===== src/rtl/pipeline_pkg.sv =====
// Shared pipeline types: word width, dmem word-index field, store-buffer entry.
package pipeline_pkg;

    localparam int unsigned WORD_W  = 32;
    localparam int unsigned WIDX_HI = 22;
    localparam int unsigned WIDX_LO = 2;
    localparam int unsigned WIDX_W  = WIDX_HI - WIDX_LO + 1;

    // One buffered store: full byte address plus the word to write
    typedef struct packed {
        logic [WORD_W-1:0] addr;
        logic [WORD_W-1:0] data;
    } sb_entry_t;

    // Word index as decoded by dmem (aliases above bit 22 collapse)
    function automatic logic [WIDX_W-1:0] word_idx(input logic [WORD_W-1:0] a);
        return a[WIDX_HI:WIDX_LO];
    endfunction

endpackage


===== src/rtl/sb_fwd_match.sv =====
// Store-to-load forwarding lookup: compares a load word index against every live
// entry and returns the youngest matching store.
module sb_fwd_match
    import pipeline_pkg::*;
#(
    parameter int unsigned DEPTH = 4,
    parameter int unsigned AW    = 21
) (
    input  logic [DEPTH-1:0]                 valid,
    input  sb_entry_t [DEPTH-1:0]            entries,
    input  logic [$clog2(DEPTH)-1:0]         rd_ptr,
    input  logic [$clog2(DEPTH)-1:0]         wr_ptr,
    input  logic [AW-1:0]                    ld_idx,
    output logic                             hit,
    output logic [WORD_W-1:0]                hit_data
);

    localparam int unsigned PW = $clog2(DEPTH);

    logic [PW-1:0] idx;
    logic          past_tail;

    // Walk oldest to youngest from the head; later matches override earlier ones,
    // so the surviving match is the youngest. Slots beyond the tail are ignored.
    always_comb begin
        hit       = 1'b0;
        hit_data  = '0;
        idx       = rd_ptr;
        past_tail = 1'b0;
        for (int unsigned k = 0; k < DEPTH; k++) begin
            idx = rd_ptr + PW'(k);
            if ((k != 0) && (idx == wr_ptr)) begin
                past_tail = 1'b1;
            end
            if (!past_tail && valid[idx] &&
                (entries[idx].addr[WIDX_LO +: AW] == ld_idx)) begin
                hit      = 1'b1;
                hit_data = entries[idx].data;
            end
        end
    end

endmodule


===== src/rtl/store_buffer.sv =====
// Word-granular store buffer between MEM stage and single-port dmem: queues
// stores, drains one per free cycle, forwards buffered data to loads.
module store_buffer
    import pipeline_pkg::*;
#(
    parameter int unsigned DEPTH = 4,
    parameter int unsigned AW    = 21
) (
    input  logic                         clk,
    input  logic                         reset,
    input  logic                         st_valid,
    input  logic [31:0]                  st_addr,
    input  logic [31:0]                  st_data,
    input  logic                         ld_valid,
    input  logic [31:0]                  ld_addr,
    output logic [31:0]                  ld_data,
    input  logic                         fence,
    output logic                         stall,
    output logic                         dm_we,
    output logic [31:0]                  dm_a,
    output logic [31:0]                  dm_wd,
    input  logic [31:0]                  dm_rd,
    output logic                         empty,
    output logic [$clog2(DEPTH+1)-1:0]   count
);

    localparam int unsigned PW = $clog2(DEPTH);
    localparam int unsigned CW = $clog2(DEPTH+1);

    logic [PW-1:0]         wr_ptr;
    logic [PW-1:0]         rd_ptr;
    logic [CW-1:0]         cnt;
    logic [DEPTH-1:0]      vld;
    sb_entry_t [DEPTH-1:0] entries;

    logic                  full;
    logic                  is_empty;
    logic                  push;
    logic                  pop;
    sb_entry_t             head;
    logic                  fwd_hit;
    logic [WORD_W-1:0]     fwd_data;

    // Occupancy flags and handshake: loads own the port, so drain only without a load
    always_comb begin
        full     = (cnt == CW'(DEPTH));
        is_empty = (cnt == '0);
        stall    = (st_valid & full) | (fence & ~is_empty);
        push     = st_valid & ~stall;
        pop      = ~is_empty & ~ld_valid;
        head     = entries[rd_ptr];
    end

    assign empty = is_empty;
    assign count = cnt;

    // Pointers, occupancy count and per-slot valid bits
    always_ff @(posedge clk or posedge reset) begin
        if (reset) begin
            wr_ptr <= '0;
            rd_ptr <= '0;
            cnt    <= '0;
            vld    <= '0;
        end else begin
            if (push) begin
                wr_ptr      <= wr_ptr + PW'(1);
                vld[wr_ptr] <= 1'b1;
            end
            if (pop) begin
                rd_ptr      <= rd_ptr + PW'(1);
                vld[rd_ptr] <= 1'b0;
            end
            case ({push, pop})
                2'b10:   cnt <= cnt + CW'(1);
                2'b01:   cnt <= cnt - CW'(1);
                default: cnt <= cnt;
            endcase
        end
    end

    // Entry payload storage; contents are meaningless unless the slot is valid
    always_ff @(posedge clk) begin
        if (push) begin
            entries[wr_ptr] <= '{addr: st_addr, data: st_data};
        end
    end

    // Youngest-match forwarding over live entries (head still visible while draining)
    sb_fwd_match #(
        .DEPTH (DEPTH),
        .AW    (AW)
    ) u_fwd (
        .valid    (vld),
        .entries  (entries),
        .rd_ptr   (rd_ptr),
        .wr_ptr   (wr_ptr),
        .ld_idx   (ld_addr[WIDX_LO +: AW]),
        .hit      (fwd_hit),
        .hit_data (fwd_data)
    );

    assign ld_data = fwd_hit ? fwd_data : dm_rd;

    // dmem port arbitration: load address, else drain head, else idle zeros
    always_comb begin
        dm_we = 1'b0;
        dm_a  = '0;
        dm_wd = '0;
        if (ld_valid) begin
            dm_a = ld_addr;
        end else if (!is_empty) begin
            dm_we = 1'b1;
            dm_a  = head.addr;
            dm_wd = head.data;
        end
    end

    // Stall blocks any store that would overflow the buffer
    a_no_push_full: assert property (@(posedge clk) disable iff (reset) !(push && full));
    a_cnt_bound:    assert property (@(posedge clk) disable iff (reset) cnt <= CW'(DEPTH));

endmodule


===== config.mk =====
export PLATFORM = sky130hd
export DESIGN_NAME = store_buffer
export DESIGN_NICKNAME = d
export VERILOG_FILES = /design/src/rtl/pipeline_pkg.sv /design/src/rtl/sb_fwd_match.sv /design/src/rtl/store_buffer.sv
export SDC_FILE = /design/constraint.sdc
export NUM_CORES = 1
export LEC_CHECK = 0
export BUFFER_PORTS_ARGS = -buffer_cell sky130_fd_sc_hd__buf_2
export CORE_ASPECT_RATIO = 1.1
export CORE_MARGIN = 2
export CORE_UTILIZATION = 59
export DETAILED_ROUTE_END_ITERATION = 8
export PLACE_DENSITY = 0.92
export SYNTH_ARGS = -nofsm -noshare
export SYNTH_HDL_FRONTEND = slang
export SYNTH_SLANG_ARGS = --single-unit

===== constraint.sdc =====
create_clock -name clk -period 5.3 [get_ports clk]
set_input_delay 0 -clock clk [delete_from_list [all_inputs] [get_ports clk]]
set_output_delay 0 -clock clk [all_outputs]
set_load 0.02 [all_outputs]

### After elaboration in Yosys (flattened, before gate mapping)

Cells that the tools add are included.

* register bits: 267
* input port bits: 133
* logic and storage cells: 104

* multiplexer cells: 44
* add/subtract/negate cells: 6
* equal/unequal tests: 10
* reduce and logical (&&, ||, !) cells: 14
* bitwise logic cells: 11
* magnitude comparators: 7

Operators with widths (number)
* $bmux W64 S2: 4
* $mux W32: 9
* $bwmux W256: 1
* $mux W55: 3
* $demux W64 S2: 1
* $mux W64: 2
* $eq A21 B21 Y1: 4
* $lt A2 B3 Y1 const B: 5
* $mux W1: 15
* $logic_and A1 B1 Y1: 9
* $bmux W1 S2: 4
* $mux W4: 2
* $eq A2 B2 Y1: 3
* $pmux W3 S2: 1
* $add A2 B1 Y2 const B: 2
* $add A2 B2 Y2 const B: 2
* $and A1 B1 Y1: 4
* $and A4 B4 Y4: 1
* $demux W1 S2: 2
* $ge A2 B1 Y1 const B: 2
* $not A4 Y4: 1
* $or A4 B4 Y4: 1
* $add A3 B1 Y3 const B: 1
* $eq A3 B3 Y1 const B: 1
* other kinds (8): 12

### Longest topological paths before layout

Gate-level depths: netlist of the first run.

* depth after elaboration: 10
* mapped depth: 19

### Cells and area by module

A second synthesis of the first run with hierarchy kept.

* cell total of the unflattened synthesis: 1569
* area, all modules: 18940.7 sq um

By module, submodules not included
* store_buffer: area each 10900.5 sq um, sequential area each 7962.6 sq um, cells each 504, instances 1
* sb_fwd_match: area each 8040.2 sq um, sequential area each 0.0 sq um, cells each 1065, instances 1

### Worst setup path after synthesis of the first run

Ideal clock, no wire load.

* path type: reg-to-output
* from: register rd_ptr[1]
* to: output port ld_data[1]
* data required time: 5.300 ns
* setup slack: 0.852 ns
* arrival: 4.448 ns
* cell stages (with the launch flop): 19
* path through: dfrtp_1 buf_4 buf_6 buf_4 buf_1 clkbuf_1 inv_1 ha_1 buf_2 mux2_1 a222oi_1 nand3_1 a2111oi_1 nand4_1 buf_2 nand3_1 buf_2 nor3_1 nor3b_1

* cells in the longest elaborated chain, start to end: 10
* elaborated cells on any way between the ends: 48
* those cells by class: add/sub (3); eq/ne (7); mux (28); reduce/logical (10)

RTL lines
* start: declaration: RTL line store_buffer.sv:31 `logic [PW-1:0] rd_ptr;`
* start signal: assignment: RTL line store_buffer.sv:70 `rd_ptr <= rd_ptr + PW'(1);`
* parallel branches: the longest is 9 deep, another holds $add A2 B1 Y2
* $mux W32 (*): RTL line store_buffer.sv:102 `assign ld_data = fwd_hit ? fwd_data : dm_rd;`
* end: declaration: RTL line store_buffer.sv:16 `output logic [31:0] ld_data,`

Every way passes the cells marked *. The select of a mux whose other input is x is not followed.

### Final worst setup path of the first run

* from: register rd_ptr[0]
* to: output port ld_data[27]

Same word-level chain as after synthesis.

==> out/metrics.yaml, run 1 <==
status:
  status: "finished clean"
layout:
  drive_above_1_share: 0.400
  multi_input_area_sq_mm: 0.00882
  seq_area_sq_mm: 0.00797
  utilization: 0.690
  design_area_sq_mm: 0.0203
  nFillCells: 1958
  syn_to_final_growth_pct: 15.7
  num-nets-final: 1536
  stdcell_count: 1788
placed_design:
  place_area_sq_mm: 0.0188
  hpwl_mm: 28.0
  pre_cts_ws_ns: 0.980
  gp_congestion: 1.01
  numPlacedInstances: 1672
  io_buffer_count: 234
drt:
  drt-initial-drc-count: 1602
  via_per_inst: 6.86
  drt-wirelength-per-cell_um: 25.2
  routed_wl_mm: 45.0
  drc: 0
  first_pass_iters: 5
  via_count: 12268
  antenna_left: 0
power_and_ir_drop:
  intPower_mw: 6.61
  power_per_cell_area_mw_per_mm2: 527
  switching_power_mw: 4.09
  vdd_drop_max_uv: 423
  p_leak_nw: 7.11
  clock_power_share: 0.176
  total_power_mw: 10.7
  combPwrFrac: 0.550
  power_frac_seq: 0.275
  swShare: 0.382
global_routing:
  grt_max_degree: 139
  antenna_found_initial: 0
  grt_usage: 0.287
  grt_pass1_vias: 12548
  grt_pass1_wl_mm: 69.3
  overflow: 0
timing:
  rsz0062_at_grt: "no"
  setup_viol: 0
  fin_setup_tns_ns: 0
  max_freq_mhz: 204
  fin_hold_ws_ns: 0.0556
  clock_skew_ns: 0.0223
  setup_ws_ns: 0.388
  tightestPinTransition_ns: 1.23
  relSlewSlack: 0.171
  fin_crit_sh: 0.927
  hold_viol_final: 0
  drv_slew: 0
  fin_crit_ns: 4.91
clock_network:
  htree_levels: 1
  postCtsSetupBuffers: 0
  clockBufferDepth: 3
  cts_tree: "done"
  cts_buffers: 27
  clkTransAtPathRegs_ns: 0.06
  cts.sinks: 267
  cts-root-buf: "clkbuf_16"
  cts_resized: 0
  insertion_delay_ns: 0.54
setup_path:
  cp.required_ns: 5.30
  critical_path_class: "flip-flop to output port"
  crit_path_frequent_cell: "buf_4"
  critical_path.max_stage_delay_ns: 0.74
  cp-start-kind: "flip-flop"
  crit_arrival_ns: 4.91
  crit_path_max_fanout: 65
  end_kind: "output port"
  worst-path-buf-inv: 5
  reg2regPathDepth: 3
  crit_slowest_cell: "dfrtp_4"
  crit_chain: "inv_2, ha_4, buf_4, mux2i_1, a222oi_1, nand3_1, a2111oi_1, nand4_1, buf_4, nand3_1, buf_4, nor3_1, nor3b_2, buf_2"
  cp.depth: 14
  cpLargestDelayFamily: "buffers and inverters"
synth:
  synth_area_sq_mm: 0.0175
  syn_inst: 1161
  synth_top_area_share: 0.438
  ys.flop_type: "edfxtp_1"
  synth.largest_area_cell: "edfxtp_1"
  seq_area_frac_synth: 0.454
  yosysMostFrequentCell: "edfxtp_1"
  yosysWarnings: 0
  synth_commonest_cells: "edfxtp_1 (256), mux4_2 (206), xnor2_1 (75)"
  syn_nets: 1304
  syn_area_per_cell_sq_um: 15.1
  synth-async-reset-ratio: 0.0412
  synth_edf_count: 256
  ys_top_cells_by_area: "edfxtp_1 (44%), mux4_2 (26%), xnor2_1 (3.7%)"
  synth-seq-cells: 267
  yosysUniqueCellTypes: 59
run:
  drv_cap: 0
floorplanning:
  die_area_sq_mm: 0.0311
  initial_core_util: 0.597
  rows: 66
  core-area_sq_mm: 0.0294
  io_pins: 235
  die_h_um: 185
  die_w_um: 168
hold_path:
  hold_path_class: "input pin to asynchronous set/reset pin"
[sequential cells by signal (all words and copies together), names as in the netlist]
signal and cells:
vld 4, rd_ptr 2, count 3, entries 256
wr_ptr 2
[power groups by stage]
stage | logic (mW) | registers [mW] | clock network [mW]
after detailed placement | 5.77 | 2.97 | 0
after CTS | 5.84 | 2.93 | 1.90
after global routing | 6.26 | 2.97 | 1.98
after floorplan | 4.80 | 2.85 | 0
final | 5.88 | 2.94 | 1.88
after global placement | 5.65 | 2.93 | 0
[worst min-delay path: stages]
cell	delay, ns
dlygate4sd3_1	0.54
buf_2	0.14
inv_1	0.35
[cell families (layout without fill, tap and decap cells)]
| group | after synthesis | after routing | synth area share |
|---|---|---|---|
| compound gates | 145 | 145 | 0.0666 |
| xor+xnor | 90 | 90 | 0.0449 |
| fa+ha+maj | 10 | 10 | 0.00756 |
| buf+inv | 163 | 415 | 0.0457 |
| flops | 267 | 267 | 0.454 |
| mux | 252 | 252 | 0.291 |
| other cells | 0 | 1 | 0 |
| simple gates | 234 | 234 | 0.0900 |
[worst paths after layout]
| path | start | end | slack, ns |
|---|---|---|---|
| setup reg to reg | count[2]$_DFFE_PP0P_ | entries[146]$_DFFE_PP_ | 2.07 |
| hold / removal | reset | rd_ptr[1]$_DFFE_PP0P_ | 0.06 |
| setup / recovery | rd_ptr[0]$_DFFE_PP0P_ | ld_data[27] | 0.39 |
| max in group asynchronous | reset | rd_ptr[0]$_DFFE_PP0P_ | 4.88 |
| min in group clk | fence | wr_ptr[0]$_DFFE_PP0N_ | 0.13 |
| hold reg to reg | count[0]$_DFFE_PP0P_ | count[0]$_DFFE_PP0P_ | 0.53 |
[per-layer routing]
| layer | share of wire | vias to the layer above | routed length, um | track usage |
|---|---|---|---|---|
| li1 | - | 5224 | - | - |
| met1 | 0.36 | 6143 | 16000 | 0.358 |
| met2 | 0.51 | 761 | 23200 | 0.500 |
| met3 | 0.095 | 140 | 4280 | 0.0562 |
| met4 | 0.035 | 0 | 1570 | 0.114 |
| met5 | 0 | - | 0 | 0 |
[cells in the final DEF, fill, tap and decap left out, types with 4 or more instances in the layout]
cell type and count:
a22o_1 24, o22ai_1 34, inv_1 45, clkinv_2 6, edfxtp_1 256, dlygate4sd3_1 66, buf_2 234, mux4_2 206
and2_1 35, buf_4 17, nor3_1 35, nand2_1 28, clkinv_1 8, a2bb2oi_1 7, o21ai_0 5, xnor2_1 75
nor3b_2 49, a21oi_1 7, mux2i_1 42, ha_1 8, a32o_1 7, nand3_1 4, dfrtp_1 9, nor3b_1 14
o221ai_1 32, nand4_1 13, and3_4 4, xor2_1 15, nor2_1 42, clkbuf_16 27
[layout make-up]
type	instances	share of cell area
sequential	267	0.393
clock inverter	19	0.00845
timing repair buffer	319	0.0985
clock buffer	30	0.0338
tap	374	0.0231
antenna	1	0.000123
inverter	47	0.00869
multi-input combinational	731	0.435
[repair_timing]
action / in CTS / in global routing
hold buffers: 66 / 0
endpoints found under the setup margin: 0 / 0
endpoints found under the hold margin: 269 / 0
(Power assumes the default switching activity.)
==> inputs of run 2 (changes only) <==
- HOLD_SLACK_MARGIN: not set -> 0.12
==> run 2 against run 1 <==
  * Clock power is essentially flat
  * Clock skew grew 0.00061 ns
  * Via count grew 0.68%
  * Design area grew 0.14%
  * Clock-buffer cell count is the same
  * First-iteration DRC count grew 0.37%
  * Core utilization grew 0.094 points
  * Die area is the same
  * Critical path type unchanged
==> out/metrics.yaml, run 2 (same netlist as run 1, synthesis figures left out) <==
setup_path:
  cp-start-kind: "flip-flop"  # unchanged
  end_kind: "output port"  # unchanged
  crit_path_max_fanout: 65  # unchanged
  worstSetupEndpoint: "ld_data[27]"  # unchanged
  reg2reg_from: "count[2]$_DFFE_PP0P_"  # unchanged
  cp.required_ns: 5.30  # about the same
  reg2regPathDepth: 3  # unchanged
  r2r_setup_slack_ns: 2.08  # was 2.07 ns
  crit_arrival_ns: 4.91  # about the same
  reg2reg_to: "entries[146]$_DFFE_PP_"  # unchanged
  critPathLaunch: "rd_ptr[0]$_DFFE_PP0P_"  # unchanged
  critical_path_class: "flip-flop to output port"  # unchanged
global_routing:
  grt_max_degree: 139  # unchanged
  grt_pass1_wl_mm: 70.1  # was 69.3 mm
  antenna_found_initial: 0  # unchanged
  grt_pass1_vias: 12594  # was 12548
  grt_usage: 0.291  # was 0.287
  overflow: 0  # unchanged
floorplanning:
  core-area_sq_mm: 0.0294  # unchanged
  rows: 66  # unchanged
  initial_core_util: 0.597  # unchanged
  die_w_um: 168  # unchanged
  die_area_sq_mm: 0.0311  # unchanged
  die_h_um: 185  # unchanged
  io_pins: 235  # unchanged
timing:
  clock_skew_ns: 0.0230  # was 0.0223 ns
  rsz0062_at_grt: "no"  # unchanged
  max_freq_mhz: 204  # about the same
  tightestPinTransition_ns: 1.23  # about the same
  setup_viol: 0  # unchanged
  fin_setup_tns_ns: 0  # unchanged
  setup_ws_ns: 0.391  # was 0.388 ns
  relSlewSlack: 0.176  # was 0.171
  fin_crit_ns: 4.91  # about the same
  hold_viol_final: 0  # unchanged
  fin_hold_ws_ns: 0.201  # was 0.0556 ns
  drv_slew: 0  # unchanged
  fin_crit_sh: 0.926  # was 0.927
run:
  drv_cap: 0  # unchanged
clock_network:
  cts_resized: 0  # unchanged
  cts.sinks: 267  # unchanged
  htree_levels: 1  # unchanged
  cts_buffers: 27  # unchanged
  insertion_delay_ns: 0.55  # was 0.54 ns
  clockBufferDepth: 3  # unchanged
  cts_tree: "done"  # unchanged
  cts-root-buf: "clkbuf_16"  # unchanged
  clkTransAtPathRegs_ns: 0.06  # about the same
power_and_ir_drop:
  combPwrFrac: 0.550  # about the same
  switching_power_mw: 4.09  # about the same
  power_frac_seq: 0.274  # was 0.275
  vdd_drop_max_uv: 425  # was 423 uV
  swShare: 0.382  # about the same
  power_per_cell_area_mw_per_mm2: 527  # about the same
  intPower_mw: 6.61  # about the same
  p_leak_nw: 7.13  # was 7.11 nW
  clock_power_share: 0.176  # about the same
placed_design:
  numPlacedInstances: 1672  # unchanged
  gp_congestion: 1.01  # unchanged
  pre_cts_ws_ns: 0.980  # unchanged
  place_area_sq_mm: 0.0188  # unchanged
  hpwl_mm: 28.0  # unchanged
  io_buffer_count: 234  # unchanged
drt:
  first_pass_iters: 5  # unchanged
  via_per_inst: 6.90  # was 6.86
  drt-wirelength-per-cell_um: 25.4  # was 25.2 um
  drt-initial-drc-count: 1608  # was 1602
  antenna_left: 0  # unchanged
  drc: 0  # unchanged
  routed_wl_mm: 45.5  # was 45.0 mm
  via_count: 12351  # was 12268
layout:
  nFillCells: 1955  # was 1958
  syn_to_final_growth_pct: 15.9  # was 15.7%
  num_antenna_cells: 0  # was 1
  multi_input_area_sq_mm: 0.00882  # unchanged
  drive_above_1_share: 0.399  # was 0.400
  mostFrequentLayoutCell: "edfxtp_1"  # unchanged
  largest_reg_flops: 256  # unchanged
  layout_common_cells: "edfxtp_1 (256), buf_2 (234), mux4_2 (206)"  # unchanged
  stdcell_count: 1790  # was 1788
  design_area_sq_mm: 0.0203  # about the same
  seq_area_sq_mm: 0.00797  # unchanged
  num-nets-final: 1539  # was 1536
  top_register: "entries"  # unchanged
hold_path:
  hold_path_class: "input pin to flip-flop"  # was input pin to asynchronous set/reset pin
  hold_depth: 2
status:
  status: "finished clean"  # unchanged
==> run 2: changes by cell type in the layout (fill, tap and decap cells not counted) <==
| cell | change |
|---|---|
| dlygate4sd3_1 | +3 |
| diode_2 | -1 |
==> run 2: timing repair <==
item	4_1_cts	5_1_grt
hold buffers	69	0
endpoints found under the hold margin	269	0
setup buffers	0	0
==> run 2: cell type report <==
class,instances,area share
clock buffers,30,0.0338
clock inverters,19,0.00843
inverters,47,0.00868
multi-input cells,731,0.434
flip-flops and latches,267,0.392
well taps,374,0.0230
repair buffers,322,0.0999
==> run 2: worst max-delay path: stages (launching register included) <==
cell	delay, ns
dfrtp_4	0.73
inv_2	0.11
ha_4	0.44
buf_4	0.38
mux2i_1	0.17
a222oi_1	0.32
nand3_1	0.12
a2111oi_1	0.40
nand4_1	0.19
buf_4	0.35
nand3_1	0.17
buf_4	0.37
nor3_1	0.12
nor3b_2	0.24
buf_2	0.20
==> run 2: power by group through the flow <==
stage               combinational (mW)  clock (mW)  sequential, mW
floorplan                         4.80           0            2.85
global placement                  5.65           0            2.93
detailed placement                5.77           0            2.97
CTS                               5.84        1.90            2.93
global route                      6.27        1.98            2.98
finish                            5.89        1.88            2.94
==> run 2: per-stage QoR <==
step           utilization  power (mW)
2_1_floorplan            -        7.65
3_3_place_gp         0.639        8.57
3_5_place_dp         0.639        8.74
4_1_cts              0.691        10.7
5_1_grt              0.691        11.2
6_report             0.691        10.7
==> run 2: worst min-delay path by stage <==
stage,from,to
after floorplan,reset,count[0]$_DFFE_PP0P_
after global placement,reset,count[2]$_DFFE_PP0P_
after detailed placement,reset,count[2]$_DFFE_PP0P_
after CTS,st_addr[12],entries[44]$_DFFE_PP_
after global routing,st_addr[5],entries[165]$_DFFE_PP_
final,st_addr[20],entries[180]$_DFFE_PP_
==> run 2: metal layers <==
| layer | GRT usage | wire length (um) | vias to the layer above | part of all wire |
|---|---|---|---|---|
| li1 | - | - | 5228 | - |
| met1 | 0.364 | 16200 | 6231 | 0.36 |
| met2 | 0.508 | 23500 | 757 | 0.52 |
| met3 | 0.0536 | 4230 | 135 | 0.093 |
| met4 | 0.115 | 1550 | 0 | 0.034 |
| met5 | 0 | 0 | - | 0 |
